File: config.mk
export PLATFORM = sky130hd
export DESIGN_NAME = imsic_msi_receiver
export DESIGN_NICKNAME = d
export VERILOG_FILES = /design/src/rtl/imsic_msi_receiver.sv
export SDC_FILE = /design/constraint.sdc
export NUM_CORES = 1
export LEC_CHECK = 0
export BUFFER_PORTS_ARGS = -buffer_cell sky130_fd_sc_hd__buf_2
export CORE_MARGIN = 1
export CORE_UTILIZATION = 60
export DETAILED_ROUTE_END_ITERATION = 7
export PLACE_DENSITY = 0.95
export SKIP_CTS_REPAIR_TIMING = 1
export SYNTH_ARGS = -nofsm -noshare
export SYNTH_HDL_FRONTEND = slang
export SYNTH_SLANG_ARGS = --single-unit
File: constraint.sdc
create_clock -name i_clk -period 6.7 [get_ports i_clk]
set_clock_uncertainty 0.05 [all_clocks]
set_input_delay 0.67 -clock i_clk [delete_from_list [all_inputs] [get_ports i_clk]]
set_output_delay 0.67 -clock i_clk [all_outputs]
set_load 0.01 [all_outputs]
File: src/rtl/imsic_msi_receiver.sv
// AXI4-Lite MSI responder: decodes writes into (hart, eiid) set-pending requests queued for the IMSIC files.
// Define IMSIC_BE_EN to also accept the big-endian seteipnum_be register at page offset 0x004.
module imsic_msi_receiver #(
  parameter int unsigned NrHarts   = 4,
  parameter int unsigned NrIntp    = 64,
  parameter logic [31:0] BaseAddr  = 32'h2400_0000,
  parameter int unsigned FifoDepth = 4,
  localparam int unsigned HartW    = (NrHarts > 1) ? $clog2(NrHarts) : 1,
  localparam int unsigned IdW      = $clog2(NrIntp)
) (
  input  logic             i_clk,
  input  logic             i_rst,
  input  logic             i_aw_valid,
  output logic             o_aw_ready,
  input  logic [31:0]      i_aw_addr,
  input  logic             i_w_valid,
  output logic             o_w_ready,
  input  logic [31:0]      i_w_data,
  input  logic [3:0]       i_w_strb,
  output logic             o_b_valid,
  input  logic             i_b_ready,
  output logic [1:0]       o_b_resp,
  output logic             o_set_valid,
  input  logic             i_set_ready,
  output logic [HartW-1:0] o_set_hart,
  output logic [IdW-1:0]   o_set_eiid,
  output logic             o_drop
);

  localparam int unsigned PtrW = $clog2(FifoDepth);
  localparam int unsigned CntW = PtrW + 1;

  typedef enum logic [1:0] {IDLE, WAIT_W, WAIT_AW, RESP} state_e;

  state_e      state;
  logic [31:0] addr_q;
  logic [31:0] data_q;
  logic [3:0]  strb_q;

  logic [HartW+IdW-1:0] mem [FifoDepth];
  logic [PtrW-1:0]      wr_ptr;
  logic [PtrW-1:0]      rd_ptr;
  logic [CntW-1:0]      count;

  logic        has_space;
  logic        aw_hs;
  logic        w_hs;
  logic        commit;
  logic        push;
  logic        pop;
  logic [31:0] cur_addr;
  logic [31:0] cur_data;
  logic [3:0]  cur_strb;
  logic [31:0] off;
  logic [19:0] page;
  logic        dec_err;
  logic        offset_ok;
  logic [31:0] eiid_raw;
  logic        wr_valid;

  assign has_space = (count < CntW'(FifoDepth));

  // Only one transaction is ever in flight, so space seen in IDLE stays reserved until commit.
  always_comb begin
    o_aw_ready = 1'b0;
    o_w_ready  = 1'b0;
    if (!i_rst) begin
      case (state)
        IDLE: begin
          o_aw_ready = has_space;
          o_w_ready  = has_space;
        end
        WAIT_W:  o_w_ready  = 1'b1;
        WAIT_AW: o_aw_ready = 1'b1;
        default: ;
      endcase
    end
  end

  assign aw_hs  = i_aw_valid && o_aw_ready;
  assign w_hs   = i_w_valid && o_w_ready;
  assign commit = ((state == IDLE) && aw_hs && w_hs) ||
                  ((state == WAIT_W) && w_hs) ||
                  ((state == WAIT_AW) && aw_hs);

  assign cur_addr = (state == WAIT_W)  ? addr_q : i_aw_addr;
  assign cur_data = (state == WAIT_AW) ? data_q : i_w_data;
  assign cur_strb = (state == WAIT_AW) ? strb_q : i_w_strb;

  assign off     = cur_addr - BaseAddr;
  assign page    = off[31:12];
  assign dec_err = (cur_addr < BaseAddr) || ({12'b0, page} >= 32'(NrHarts));

  always_comb begin
    eiid_raw  = cur_data;
    offset_ok = (off[11:0] == 12'h000);
`ifdef IMSIC_BE_EN
    if (off[11:0] == 12'h004) begin
      eiid_raw  = {cur_data[7:0], cur_data[15:8], cur_data[23:16], cur_data[31:24]};
      offset_ok = 1'b1;
    end
`endif
  end

  assign wr_valid = !dec_err && offset_ok && (cur_strb == 4'hF) &&
                    (eiid_raw != 32'd0) && (eiid_raw < 32'(NrIntp));

  assign push = commit && wr_valid;
  assign pop  = o_set_valid && i_set_ready;

  // Write channel FSM; the response and drop pulse are decided on the commit edge.
  always_ff @(posedge i_clk) begin
    if (i_rst) begin
      state     <= IDLE;
      addr_q    <= '0;
      data_q    <= '0;
      strb_q    <= '0;
      o_b_valid <= 1'b0;
      o_b_resp  <= 2'b00;
      o_drop    <= 1'b0;
    end else begin
      o_drop <= 1'b0;
      if (commit) begin
        state     <= RESP;
        o_b_valid <= 1'b1;
        o_b_resp  <= dec_err ? 2'b11 : 2'b00;
        o_drop    <= !dec_err && !wr_valid;
      end else begin
        case (state)
          IDLE: begin
            if (aw_hs) begin
              addr_q <= i_aw_addr;
              state  <= WAIT_W;
            end else if (w_hs) begin
              data_q <= i_w_data;
              strb_q <= i_w_strb;
              state  <= WAIT_AW;
            end
          end
          RESP: begin
            if (i_b_ready) begin
              o_b_valid <= 1'b0;
              o_b_resp  <= 2'b00;
              state     <= IDLE;
            end
          end
          default: ;
        endcase
      end
    end
  end

  // Set-pending queue; FifoDepth is a power of two so the pointers wrap on overflow.
  always_ff @(posedge i_clk) begin
    if (i_rst) begin
      wr_ptr <= '0;
      rd_ptr <= '0;
      count  <= '0;
      for (int i = 0; i < int'(FifoDepth); i++) begin
        mem[i] <= '0;
      end
    end else begin
      if (push) begin
        mem[wr_ptr] <= {page[HartW-1:0], eiid_raw[IdW-1:0]};
        wr_ptr      <= wr_ptr + 1'b1;
      end
      if (pop) begin
        rd_ptr <= rd_ptr + 1'b1;
      end
      case ({push, pop})
        2'b10:   count <= count + 1'b1;
        2'b01:   count <= count - 1'b1;
        default: ;
      endcase
    end
  end

  assign o_set_valid = (count != '0);
  assign o_set_hart  = mem[rd_ptr][HartW+IdW-1:IdW];
  assign o_set_eiid  = mem[rd_ptr][IdW-1:0];

endmodule

Word-level counts from Yosys, hierarchy flattened:

Memories as Yosys holds them, arrays and structs flattened. A register that Yosys moved wholly into a read port is not among the register bits.
Index checks and enable logic that the tools add are counted.

* logic and storage cells: 91
* memories: 1
* bits in writable memories: 32
* bits in registers: 81

* bitwise logic cells: 2
* equality and inequality tests: 8
* magnitude comparators: 4
* reductions and logical operators: 32
* muxes and demuxes: 29
* add/subtract/negate cells: 5

Memory list
* mem: depth 4, width 8, read ports 1, clocked after memory_dff 1, write ports 4, line 40 `logic [HartW+IdW-1:0] mem [FifoDepth];`

Operators with widths (count)
* $mux W32: 2
* $lt A32 B30 Y1 const B: 1
* $lt A32 B7 Y1 const B: 1
* $reduce_bool A32 Y1: 1
* $sub A32 B30 Y32 const B: 1
* $ge A20 B3 Y1 const B: 1
* $mux W2: 10
* $logic_and A1 B1 Y1: 13
* $logic_not A12 Y1: 1
* $mux W1: 11
* $mux W8: 1
* $reduce_or A8 Y1: 1
* $eq A2 B2 Y1 const B: 3
* $pmux W3 S2: 1
* $reduce_and A3 Y1: 2
* $reduce_bool A2 Y1: 3
* $reduce_bool A3 Y1: 2
* $add A2 B1 Y2 const B: 2
* $eq A2 B1 Y1 const B: 2
* $eq A4 B4 Y1 const B: 1
* $mux W4: 1
* $ne A4 B4 Y1 const B: 1
* $pmux W1 S2: 2
* $pmux W2 S2: 1
* 11 further kinds: 15

Depth between registers and ports, before layout:

Gate-level depths: netlist of the first run.

* depth after elaboration: 16
* mapped depth: 13
* gate-level depth less buffers: 11

Worst setup path before layout of the first run:

No wires, ideal clock.

* kind: input to register
* from: in i_w_data[0]
* to: reg count[2]
* arrival time: 3.147 ns
* buffers on the path: 1
* library setup time: 0.070 ns
* data required time: 6.580 ns
* stages on the path: 12
* slack: 3.432 ns
* cell sequence: or4_1 nor4_1 nor2_1 nand4_2 or2_2 buf_2 ha_1 inv_1 fa_1 xor2_1 or3_1 a21oi_1

* cells in the longest elaborated chain, start to end: 7

RTL lines
* start, declared: line 18 `input logic [31:0] i_w_data,`
* $mux W32 (*): line 87 `assign cur_data = (state == WAIT_AW) ? data_q : i_w_data;`
* parallel branches: the longest is 2 deep, another holds $lt A32 B7 Y1
* $logic_and A1 B1 Y1 (*): line 106 `(eiid_raw != 32'd0) && (eiid_raw < 32'(NrIntp));`
* $logic_and A1 B1 Y1 (*): line 108 `assign push = commit && wr_valid;`
* $eq A2 B1 Y1 / $eq A2 B2 Y1 (equally long branches): line 170 `case ({push, pop})`
* $pmux W3 S2 / $reduce_bool A2 Y1 (equally long branches)
* end signal, assigned: line 171 `2'b10: count <= count + 1'b1;`
* end signal, assigned: line 172 `2'b01: count <= count - 1'b1;`
* end, declared: line 43 `logic [CntW-1:0] count;`

Mark *: on every way between the ends.
A chain may end at the register's enable or synchronous reset.

Final worst setup path of the first run:

* from: reg state[1]
* to: reg count[2]

* cells in the longest elaborated chain, start to end: 13

RTL lines
* start, declared: line 35 `state_e state;`
* start signal, assigned: line 114 `state <= IDLE;`
* start signal, assigned: line 124 `state <= RESP;`
* start signal, assigned: line 133 `state <= WAIT_W;`
* $eq A2 B1 Y1: line 68, 83, 86
* $mux W32: line 86 `assign cur_addr = (state == WAIT_W) ? addr_q : i_aw_addr;`
* $sub A32 B30 Y32: line 90 `assign off = cur_addr - BaseAddr;`
* $ge A20 B3 Y1: line 92 `assign dec_err = (cur_addr < BaseAddr) || ({12'b0, page} >= 32'(NrHarts));`
* $logic_or A1 B1 Y1: line 92
* $logic_not A1 Y1: line 105 `assign wr_valid = !dec_err && offset_ok && (cur_strb == 4'hF) &&`
* $logic_and A1 B1 Y1 (3 in series): line 105
* $logic_and A1 B1 Y1: line 106
* $logic_and A1 B1 Y1 (*): line 108
* $eq A2 B1 Y1 / $eq A2 B2 Y1 (equally long branches): line 170
* $pmux W3 S2 / $reduce_bool A2 Y1 (equally long branches)

Every way passes the cells marked *; elsewhere a longest branch is shown, timed or not.

==> key figures, run 1 <==
Floorplan
  • Die X-Extent: 93.8 µm
  • Initial core utilization: roughly three fifths
  • DIE AREA: 8800 µm²
  • Num ports: 89
  • Rows: 33
  • Die height: roughly 94 µm
  • Placeable Area: ~8000 µm²

Timing
  • Fin crit share: 53.1%
  • PnR worst setup slack: 3.14 ns
  • Fmax: 281 MHz
  • RSZ-0062 raised after global routing: no
  • Final setup viols: 0
  • Worst slew margin: between 10% and 20%
  • Pins Over Slew Limit: 0
  • Final number of hold-violating endpoints: 0
  • WHS: 0.358 ns
  • Tmin final: 3.56 ns
  • Setup tns final: 0 ns
  • Worst Tran Pin Value: 1.23 ns

CTS
  • Htree depth: 4
  • CTS Buf Count: 17
  • Later-pin clock latency in the skew report: 0.51 ns
  • Root Buffer: clkbuf_8
  • Clk slew on worst S/H paths: 0.06 ns
  • Sink Count: between 100 and 150
  • TritonCTS clock tree: done
  • Max clock buf depth: 2

Final layout
  • Fillers: 524
  • Layout cells sized above 1: between 20% and 30%
  • Antenna cells: 0
  • FF+latch area: 2600 µm²
  • Synth-to-layout area growth: 20.6%
  • Layout Nets: 708
  • Multi-input logic area: 2290 µm²

Logic synthesis
  • Area share of the largest cell type after synthesis: 32.5%
  • Compound-Gate Fraction of Synth Area: 11.3%
  • Main combinational cell family by area after synthesis: simple AND/OR/NAND/NOR gates
  • Post-Synth XOR/XNOR Area: less than 1%
  • Synth area leaders: dfxtp_1 32%, edfxtp_1 19%, nand2_1 11%, a21oi_1 7.8%, mux4_2 3.6%
  • Cell accounting for the most synthesized area: dfxtp_1
  • Mux share of post-synthesis cell area: 5.14%
  • Synth top cells by count: 144 x nand2_1, 82 x dfxtp_1, 79 x a21oi_1
  • Distinct cells, synth: 59
  • Yosys reg bits: 114
  • Cell area after synthesis: between 5000 and 6000 µm²
  • Mapped Avg Cell Area: about 9.1 µm²
  • Synth Warn #: 0
  • Syn_nets: roughly 630
  • Register area share after synthesis: between 50% and 60%
  • Ys flop type: dfxtp_1
  • Mapped Cells: 557
  • Area share of fa/ha/maj cells after synthesis: 0.643%
  • EDFF count, synth: 32
  • Asr flop ratio synth: 0%
  • Post-synthesis simple-gate area fraction: a little over a quarter
  • Most common cell in the synthesized netlist: nand2_1

Setup path
  • WS Path Type: flip-flop to flip-flop
  • Setup crit start: state[1]$_SDFFE_PP0P_
  • R2R setup slack: roughly 3.1 ns
  • Crit path max fanout: 16
  • CP Cell Sequence: nand2b_1 > nor4_1 > nor2_1 > nand4_2 > or2_2 > ha_1 > inv_1 > fa_1 > xor2_1 > or3_1 > a21oi_1
  • WP data arrival: 3.95 ns
  • Startpoint types: flip-flop
  • R2r endpoint: count[2]$_SDFFE_PP0P_
  • Crit-path max cell delay: approximately 0.62 ns
  • CP Data Required Time: 7.09 ns
  • CP max stage cell: dfxtp_1
  • R2R Path Start: state[1]$_SDFFE_PP0P_
  • Worst Reg-to-Reg Cells: 11
  • Setup crit end kind: flip-flop

Power
  • Sequential Power Share: 41.1%
  • Static Leak: about 2.3 nW
  • P per Cell Area: 299 nW/µm²
  • Pint: 0.00139 W
  • Net Sw Power: around 0.00043 W
  • Sw Share: a little under a quarter
  • Share of total power in the clock network: between 50 and 60%
  • Maximum vdd drop: 0.000198 V
  • Combinational cell fraction of total power: under 10%

Global route
  • Largest net degree at the start of global routing: 64
  • Initial antenna violation count: 0
  • Gr ovfl total: 0
  • First-pass GRT wire length: between 20000 and 25000 µm
  • Number of global-route vias before repair: 4364
  • GRT Util Overall: 31.6%

Place
  • Place WS: 3.06 ns
  • GP Congestion: about 0.84
  • Dpl hpwl: 8220 µm
  • I/O Buffers: 88

Hold path
  • Hold Crit Endpoint: addr_q[27]$_SDFFE_PP0P_
  • Hold Path Class: primary input to flip-flop
  • Worst hold path depth: 3
  • Min-delay src: i_aw_addr[27]

Routing
  • Via/cell ratio: roughly 6.1
  • TritonRoute pass-1 iters: 5
  • Wire per inst: between 15 and 20 µm
  • ANT nets after route: 0
  • DR DRC count: 0
  • Via count: about 4500
  • DR iter-0 viols: 473
  • Total wire length: 13000 µm

Outcome
  • Status: complete, no violations

Run
  • Max Cap Viol: 0
area by class of cell:
class                      count  share of cell area (%)
sequential                   114                    42.7
multi-input combinational    403                    37.5
timing repair buffer          89                    7.35
clock buffer                  17                    6.79
clock inverter                15                    3.12
tap                          105                    2.15
inverter                       7                   0.431
kinds of logic (layout without fill, tap and decap cells):
family          count (synthesis)  after routing
xor+xnor                        4              4
simple gates                  280            280
fa+ha+maj                       2              2
mux                            16             16
compound gates                101            101
buf+inv                        40            128
flops                         114            114
layout by cell type, fill, tap and decap left out, drive strengths merged, types with 5 or more instances in the layout:
master	count
nand4	9
dfxtp	82
clkbuf	17
mux4	8
nand3	11
nor4	27
nor2	47
clkinv	6
inv	8
or3	5
mux2i	8
buf	89
o21ai	5
a21oi	79
edfxtp	32
nand2	144
nand2b	8
power by group through the flow:
stage / Sequential, W / Clock [W] / Combinational (W)
2_1_floorplan: 0.000754 / 0 / 0.000106
3_3_place_gp: 0.000760 / 0 / 0.000147
3_5_place_dp: 0.000762 / 0 / 0.000154
4_1_cts: 0.000749 / 0.000912 / 0.000158
5_1_grt: 0.000752 / 0.000951 / 0.000175
6_report: 0.000749 / 0.000915 / 0.000161
metrics by stage:
stage	area, µm²	power, W	cells	utilization, %
floorplan	5060	0.000860	557	-
global placement	5490	0.000907	718	67.2
detailed placement	5490	0.000916	718	67.2
CTS	6100	0.00182	750	74.6
global route	6100	0.00188	750	74.6
finish	6100	0.00183	750	74.6
sequential cells by signal, summed over array words and instances, names as in the netlist, named ones only:
| signal | flops |
|---|---|
| addr_q | 32 |
| count | 3 |
| data_q | 32 |
| mem | 32 |
| o_b_resp | 1 |
| o_b_valid | 1 |
| o_drop | 1 |
| rd_ptr | 2 |
| state | 2 |
| strb_q | 4 |
| wr_ptr | 2 |
worst max-delay path by stage:
stage	end	slack, ns
after floorplan	count[2]$_SDFFE_PP0P_	3.43
after global placement	count[2]$_SDFFE_PP0P_	3.24
after detailed placement	count[2]$_SDFFE_PP0P_	3.06
after CTS	count[2]$_SDFFE_PP0P_	3.18
after global routing	count[2]$_SDFFE_PP0P_	2.86
final	count[2]$_SDFFE_PP0P_	3.14
routing by layer:
metal | part of all wire, % | GRT usage (%)
met4 | 3.4 | 14.1
met2 | 51 | 53.6
met5 | 0 | 0
met3 | 6.9 | 7.69
met1 | 39 | 37.9
worst max-delay path: cells and delay by family, from the launching register on:
family | cells | cell delay (ns)
compound gates | 1 | 0.15
xor+xnor | 1 | 0.16
fa+ha+maj | 2 | 0.59
buf+inv | 1 | 0.06
flops | 1 | 0.62
simple gates | 6 | 1.85
Note: power is estimated with default switching activity, not from simulation.
==> inputs of run 2 (changes only) <==
Settings changed: CORE_UTILIZATION 60 to 56, PLACE_DENSITY 0.95 to 0.91.
Clock period 6.7 ns to 3.5 ns, I/O delays scaled along.
==> run 2 against run 1 <==
- global-route usage is 3.6 points lower
- sequential cell count stayed put
- register-to-register slack worse by 2.8 ns
- combinational power is 93% higher
- fmax is 13% higher
- die area is 7.0% higher
- wire length is 1.6% lower
- critical path type unchanged
- critical endpoint unchanged
==> key figures, run 2 (synthesized netlist as in run 1, its figures left out) <==
Floorplan
  • DIE AREA: 9420 µm²
  • Placeable Area: 8720 µm²
  • Initial core utilization: 58.0%
  • Num ports: between 80 and 90
  • Die X-Extent: just under 100 µm
  • Rows: 34
  • Die height: 97.0 µm

Global route
  • Initial antenna violation count: 0
  • Largest net degree at the start of global routing: 63
  • Gr ovfl total: 0
  • First-pass GRT wire length: 20800 µm
  • Number of global-route vias before repair: 4483
  • GRT Util Overall: 28.1%

Final layout
  • Layout Utilization: 70.4%
  • FF+latch area: 2600 µm²
  • Layout Nets: 712
  • Antenna cells: 0
  • Most frequent cells in the layout: 144 x nand2_1, 88 x buf_2, 81 x dfxtp_1
  • Fillers: between 500 and 600
  • Fin area: 6140 µm²
  • Synth-to-layout area growth: 21.3%
  • Layout cells sized above 1: 24.3%
  • Multi-input logic area: 2290 µm²
  • Most common cell after layout, fill and taps aside: nand2_1
  • Regs by FF count: addr_q x32, data_q x32, mem x32

Place
  • Place WS: 0.378 ns
  • Dpl hpwl: 8280 µm
  • I/O Buffers: between 80 and 90
  • Post-DP Area: 5530 µm²
  • GP Congestion: 0.822

Timing
  • Final setup viols: 0
  • PnR worst setup slack: 0.352 ns
  • Setup tns final: 0 ns
  • RSZ-0062 raised after global routing: no
  • Pins Over Slew Limit: 0
  • Final number of hold-violating endpoints: 0
  • Fmax: 318 MHz
  • Worst slew margin: 15.6%
  • Fin crit share: 90.0%
  • Worst Tran Pin Value: approximately 1.3 ns
  • Tmin final: about 3.1 ns

Routing
  • DR DRC count: 0
  • Via count: 4578
  • ANT nets after route: 0
  • TritonRoute pass-1 iters: 5
  • DR iter-0 viols: between 300 and 400
  • Via/cell ratio: between 6 and 7
  • Total wire length: 12800 µm
  • Wire per inst: 16.9 µm

CTS
  • CTS Buf Count: 17
  • TritonCTS clock tree: done
  • Root Buffer: clkbuf_8
  • Max clock buf depth: 2
  • Sink Count: 114
  • Clk slew on worst S/H paths: around 0.06 ns
  • Later-pin clock latency in the skew report: 0.53 ns
  • Htree depth: 4

Power
  • Static Leak: 2.33 nW
  • P per Cell Area: 574 nW/µm²
  • Maximum vdd drop: 0.000452 V

Hold path
  • Hold Path Class: primary input to flip-flop
  • Min-delay src: i_w_data[22]

Setup path
  • WP data arrival: 3.55 ns
  • R2R setup slack: 0.35 ns
  • CP Capture Point: count[2]$_SDFFE_PP0P_
  • Setup crit end kind: flip-flop
  • WS Path Type: flip-flop to flip-flop
  • R2R Path Start: state[0]$_SDFFE_PP0P_
  • Startpoint types: flip-flop
  • R2r endpoint: count[2]$_SDFFE_PP0P_
  • Crit path max fanout: 13
  • Worst Reg-to-Reg Cells: 11
  • CP Data Required Time: around 3.9 ns
  • Setup crit start: state[0]$_SDFFE_PP0P_

Run
  • Max Cap Viol: 0

Outcome
  • Status: complete, no violations
## run 2: cell count changes in the layout (fill, tap and decap cells not counted)
cell | before | now
clkinv_2 | 3 | 0
inv_6 | 1 | 7
clkinvlp_4 | 4 | 2
buf_4 | 1 | 5
dfxtp_1 | 82 | 81
dfxtp_2 | 0 | 1
bufinv_16 | 4 | 3
clkinv_4 | 1 | 2
clkinv_1 | 2 | 0
inv_8 | 0 | 1
## run 2: critical path: stages, from the launching register on
cell      delay, ns
dfxtp_1        0.61
nand2b_1       0.37
nand3_1        0.27
nand2_1        0.18
nand4_2        0.14
or2_2          0.32
ha_1           0.23
inv_1          0.12
fa_1           0.23
xor2_1         0.09
or3_1          0.31
a21oi_1        0.15
## run 2: cell type report
type / instances / share of cell area [%]
Clock buffer: 17 / 6.75
Clock inverter: 15 / 3.18
Inverter: 7 / 0.428
Multi-Input combinational cell: 403 / 37.2
Sequential cell: 114 / 42.4
Tap cell: 108 / 2.20
Timing Repair Buffer: 93 / 7.79
## run 2: routing by layer
| metal | GRT usage (%) | wire, µm | share of wire (%) | vias up |
|---|---|---|---|---|
| met1 | 32.0 | 4840 | 38 | 2101 |
| met4 | 17.5 | 683 | 5.3 | 0 |
| met3 | 7.59 | 999 | 7.8 | 69 |
| met2 | 46.7 | 6250 | 49 | 277 |
| met5 | 0 | 0 | 0 | - |
| li1 | - | - | - | 2131 |
## run 2: worst min path at each step
stage,endpoint,slack (ns),cells past startpoint
2_1_floorplan,addr_q[26]$_SDFFE_PP0P_,0.38,2
3_3_place_gp,strb_q[3]$_SDFFE_PP0P_,0.39,2
3_5_place_dp,strb_q[3]$_SDFFE_PP0P_,0.39,2
4_1_cts,data_q[12]$_SDFFE_PP0P_,0.007,3
5_1_grt,data_q[30]$_SDFFE_PP0P_,0.02,3
6_report,data_q[22]$_SDFFE_PP0P_,0.02,3
## run 2: report_power, final
group | internal (W) | switching, W | total (W)
Sequential | 0.00140 | 0.0000338 | 0.00143
Combinational | 0.000120 | 0.000191 | 0.000310
Clock | 0.00111 | 0.000677 | 0.00178
## run 2: stage by stage
step                      hold WS, ns  instances  power [W]
after floorplan                 0.381        557    0.00165
after global routing           0.0164        757    0.00362
after detailed placement        0.393        725    0.00176
after global placement          0.390        725    0.00174
final                          0.0188        757    0.00353
after CTS                     0.00667        757    0.00352
==> inputs of run 3 (changes only) <==
Settings changed: ABC_AREA set to 1.
==> run 3 against run 2 <==
- highest routed layer unchanged
- combinational power rose by 51%
- sequential share of layout area fell by 0.63 points
- power grew 5.1%
- largest cell class unchanged
- sequential power is 6% higher
- the flow now finishes with violations (DRC)
- clock power down 3%
==> key figures, run 3 <==
Routing
  • DR DRC count: 6
  • TritonRoute pass-1 iters: 8
  • Via count: just under 5000
  • Wire per inst: 14.4 µm
  • Total wire length: ~13000 µm
  • Via/cell ratio: 5.42
  • DR iter-0 viols: 309
  • ANT nets after route: 0

Floorplan
  • Die X-Extent: a little under 100 µm
  • Die height: approximately 100 µm
  • Rows: 34
  • DIE AREA: around 9600 µm²
  • Initial core utilization: around 60%
  • Placeable Area: 8810 µm²
  • Num ports: 89

Logic synthesis
  • Register area share after synthesis: between 50% and 60%
  • Cell area after synthesis: 5130 µm²
  • Area share of the largest cell type after synthesis: 32.0%
  • Yosys reg bits: 114
  • Synth top cells by count: 236 x nor2_1, 96 x o21ai_0, 91 x nand2_1
  • Distinct cells, synth: 32
  • Asr flop ratio synth: 0%
  • Mapped Avg Cell Area: 7.37 µm²
  • Synth Warn #: 0
  • Mapped Cells: 697
  • Synth area leaders: dfxtp_1 32%, edfxtp_1 19%, nor2_1 17%, o21ai_0 9.4%, nand2_1 6.7%
  • Ys flop type: dfxtp_1
  • EDFF count, synth: 32
  • Syn_nets: 773
  • Most common cell in the synthesized netlist: nor2_1
  • Cell accounting for the most synthesized area: dfxtp_1

Final layout
  • Most frequent cells in the layout: 236 x nor2_1, 96 x o21ai_0, 91 x nand2_1
  • Fillers: 679
  • Fin area: about 6200 µm²
  • Layout cells sized above 1: between 10% and 20%
  • Non-Filler Instances: between 900 and 1000
  • Layout Nets: roughly 860
  • Most common cell after layout, fill and taps aside: nor2_1
  • Synth-to-layout area growth: 21.3%
  • Layout Utilization: around 70%
  • Regs by FF count: addr_q x32, data_q x32, mem x32
  • Antenna cells: 0

Power
  • Static Leak: 2.78 nW
  • Maximum vdd drop: about 0.0004 V
  • P per Cell Area: 595 nW/µm²

Timing
  • Final number of hold-violating endpoints: 0
  • Pins Over Slew Limit: 0
  • Final setup viols: 0
  • Tmin final: 3.19 ns
  • Fmax: 313 MHz
  • RSZ-0062 raised after global routing: no
  • Fin crit share: 91.2%
  • Setup tns final: 0 ns
  • Worst Tran Pin Value: between 1 and 1.5 ns
  • WHS: between 0.015 and 0.02 ns
  • Worst slew margin: 29.9%

Run
  • Max Cap Viol: 0

Setup path
  • R2R Path Start: state[0]$_SDFFE_PP0P_
  • R2R setup slack: 0.31 ns
  • CP Data Required Time: 3.89 ns
  • WS Path Type: flip-flop to flip-flop
  • Worst Reg-to-Reg Cells: 16
  • Crit path max fanout: 14
  • WP data arrival: 3.58 ns
  • Setup crit end kind: flip-flop
  • Startpoint types: flip-flop
  • R2r endpoint: count[2]$_SDFFE_PP0P_

CTS
  • Clk slew on worst S/H paths: roughly 0.060 ns
  • Later-pin clock latency in the skew report: 0.51 ns
  • Root Buffer: clkbuf_8
  • TritonCTS clock tree: done
  • Max clock buf depth: 2
  • CTS Buf Count: 17
  • Sink Count: about 110
  • Htree depth: 4

Place
  • Dpl cells: 872
  • I/O Buffers: 88
  • GP Congestion: 0.866
  • Dpl hpwl: 8680 µm
  • Post-DP Area: 5640 µm²

Hold path
  • Hold Path Class: primary input to flip-flop
  • Hold Crit Endpoint: data_q[15]$_SDFFE_PP0P_
  • Min-delay src: i_w_data[15]
  • Worst hold path depth: 3

Global route
  • Largest net degree at the start of global routing: 57
  • GRT Util Overall: around 28%
  • Gr ovfl total: 0
  • First-pass GRT wire length: between 20000 and 25000 µm
  • Number of global-route vias before repair: 4619
  • Initial antenna violation count: 0

Outcome
  • Violated checks: DRC
  • Status: complete, but fails checks
-- run 3: cell count changes in the layout (fill, tap and decap cells not counted), sizes merged, moves of 5 or more --
cell	change
clkinv	+8
inv	+36
nor4	-27
a21oi	-54
mux2i	-8
o21ai	+92
or3	-5
o22ai	+8
nand2b	-8
mux4	-8
nand2	-51
nor2	+195
-- run 3: cells by family (layout without fill, tap and decap cells) --
kind of cell	Yosys count	count (layout)	share of synthesized area (%)
adders and majority gates	2	2	0.634
DFF	114	114	50.7
AOI/OAI and AO/OA	132	132	13.2
buffers and inverters	81	180	6.29
and+or+nand+nor	368	368	29.2
-- run 3: worst max-delay path, cell delays in order, from the launching register on --
cell     delay, ns
dfxtp_1       0.47
inv_2         0.10
nand2_2       0.22
nand2_1       0.12
nor2_1        0.14
nand2_1       0.06
nand2_1       0.11
nand2_1       0.07
nor2_1        0.14
nand3_2       0.38
ha_1          0.37
inv_1         0.11
fa_1          0.23
a21oi_1       0.09
o21ai_0       0.13
o21ai_0       0.16
a21oi_1       0.17
-- run 3: cell type report --
type                       instances  area, µm²  share of cell area, %
sequential                       114       2600                   41.8
multi-input combinational        502       2210                   35.5
timing repair buffer              95        493                   7.92
clock buffer                      20        425                   6.83
inverter                          53        199                   3.19
clock inverter                    12        164                   2.63
tap                              108        135                   2.17
-- run 3: report_power, final --
part           switching, W  leakage, nW  total, W  internal (W)
combinational      0.000307         1.50  0.000467      0.000160
sequential        0.0000587        0.994   0.00152       0.00146
clock              0.000574        0.289   0.00172       0.00114
-- run 3: layer usage --
| metal | up-vias | GRT usage [%] | part of all wire (%) |
|---|---|---|---|
| met4 | 0 | 13.6 | 3.5 |
| li1 | 2415 | - | - |
| met3 | 48 | 6.44 | 6.5 |
| met1 | 2209 | 33.2 | 40 |
| met5 | - | 0 | 0 |
| met2 | 224 | 49.8 | 50 |
-- run 3: worst max path at each step --
| stage | end | cells past startpoint | slack, ns | from |
|---|---|---|---|---|
| 2_1_floorplan | mem[1][0]$_SDFFCE_PN0P_ | 12 | 0.97 | state[0]$_SDFFE_PP0P_ |
| 3_3_place_gp | mem[3][4]$_DFFE_PP_ | 10 | 0.74 | state[1]$_SDFFE_PP0P_ |
| 3_5_place_dp | count[1]$_SDFFE_PP0P_ | 13 | 0.52 | state[1]$_SDFFE_PP0P_ |
| 4_1_cts | count[2]$_SDFFE_PP0P_ | 16 | 0.39 | state[0]$_SDFFE_PP0P_ |
| 5_1_grt | count[2]$_SDFFE_PP0P_ | 16 | 0.12 | state[1]$_SDFFE_PP0P_ |
| 6_report | count[2]$_SDFFE_PP0P_ | 16 | 0.31 | state[0]$_SDFFE_PP0P_ |
-- run 3: per-stage QoR --
step | setup WS, ns | power, W
6_report | 0.306 | 0.00371
2_1_floorplan | 0.973 | 0.00184
5_1_grt | 0.122 | 0.00385
3_5_place_dp | 0.516 | 0.00199
3_3_place_gp | 0.741 | 0.00196
4_1_cts | 0.391 | 0.00371
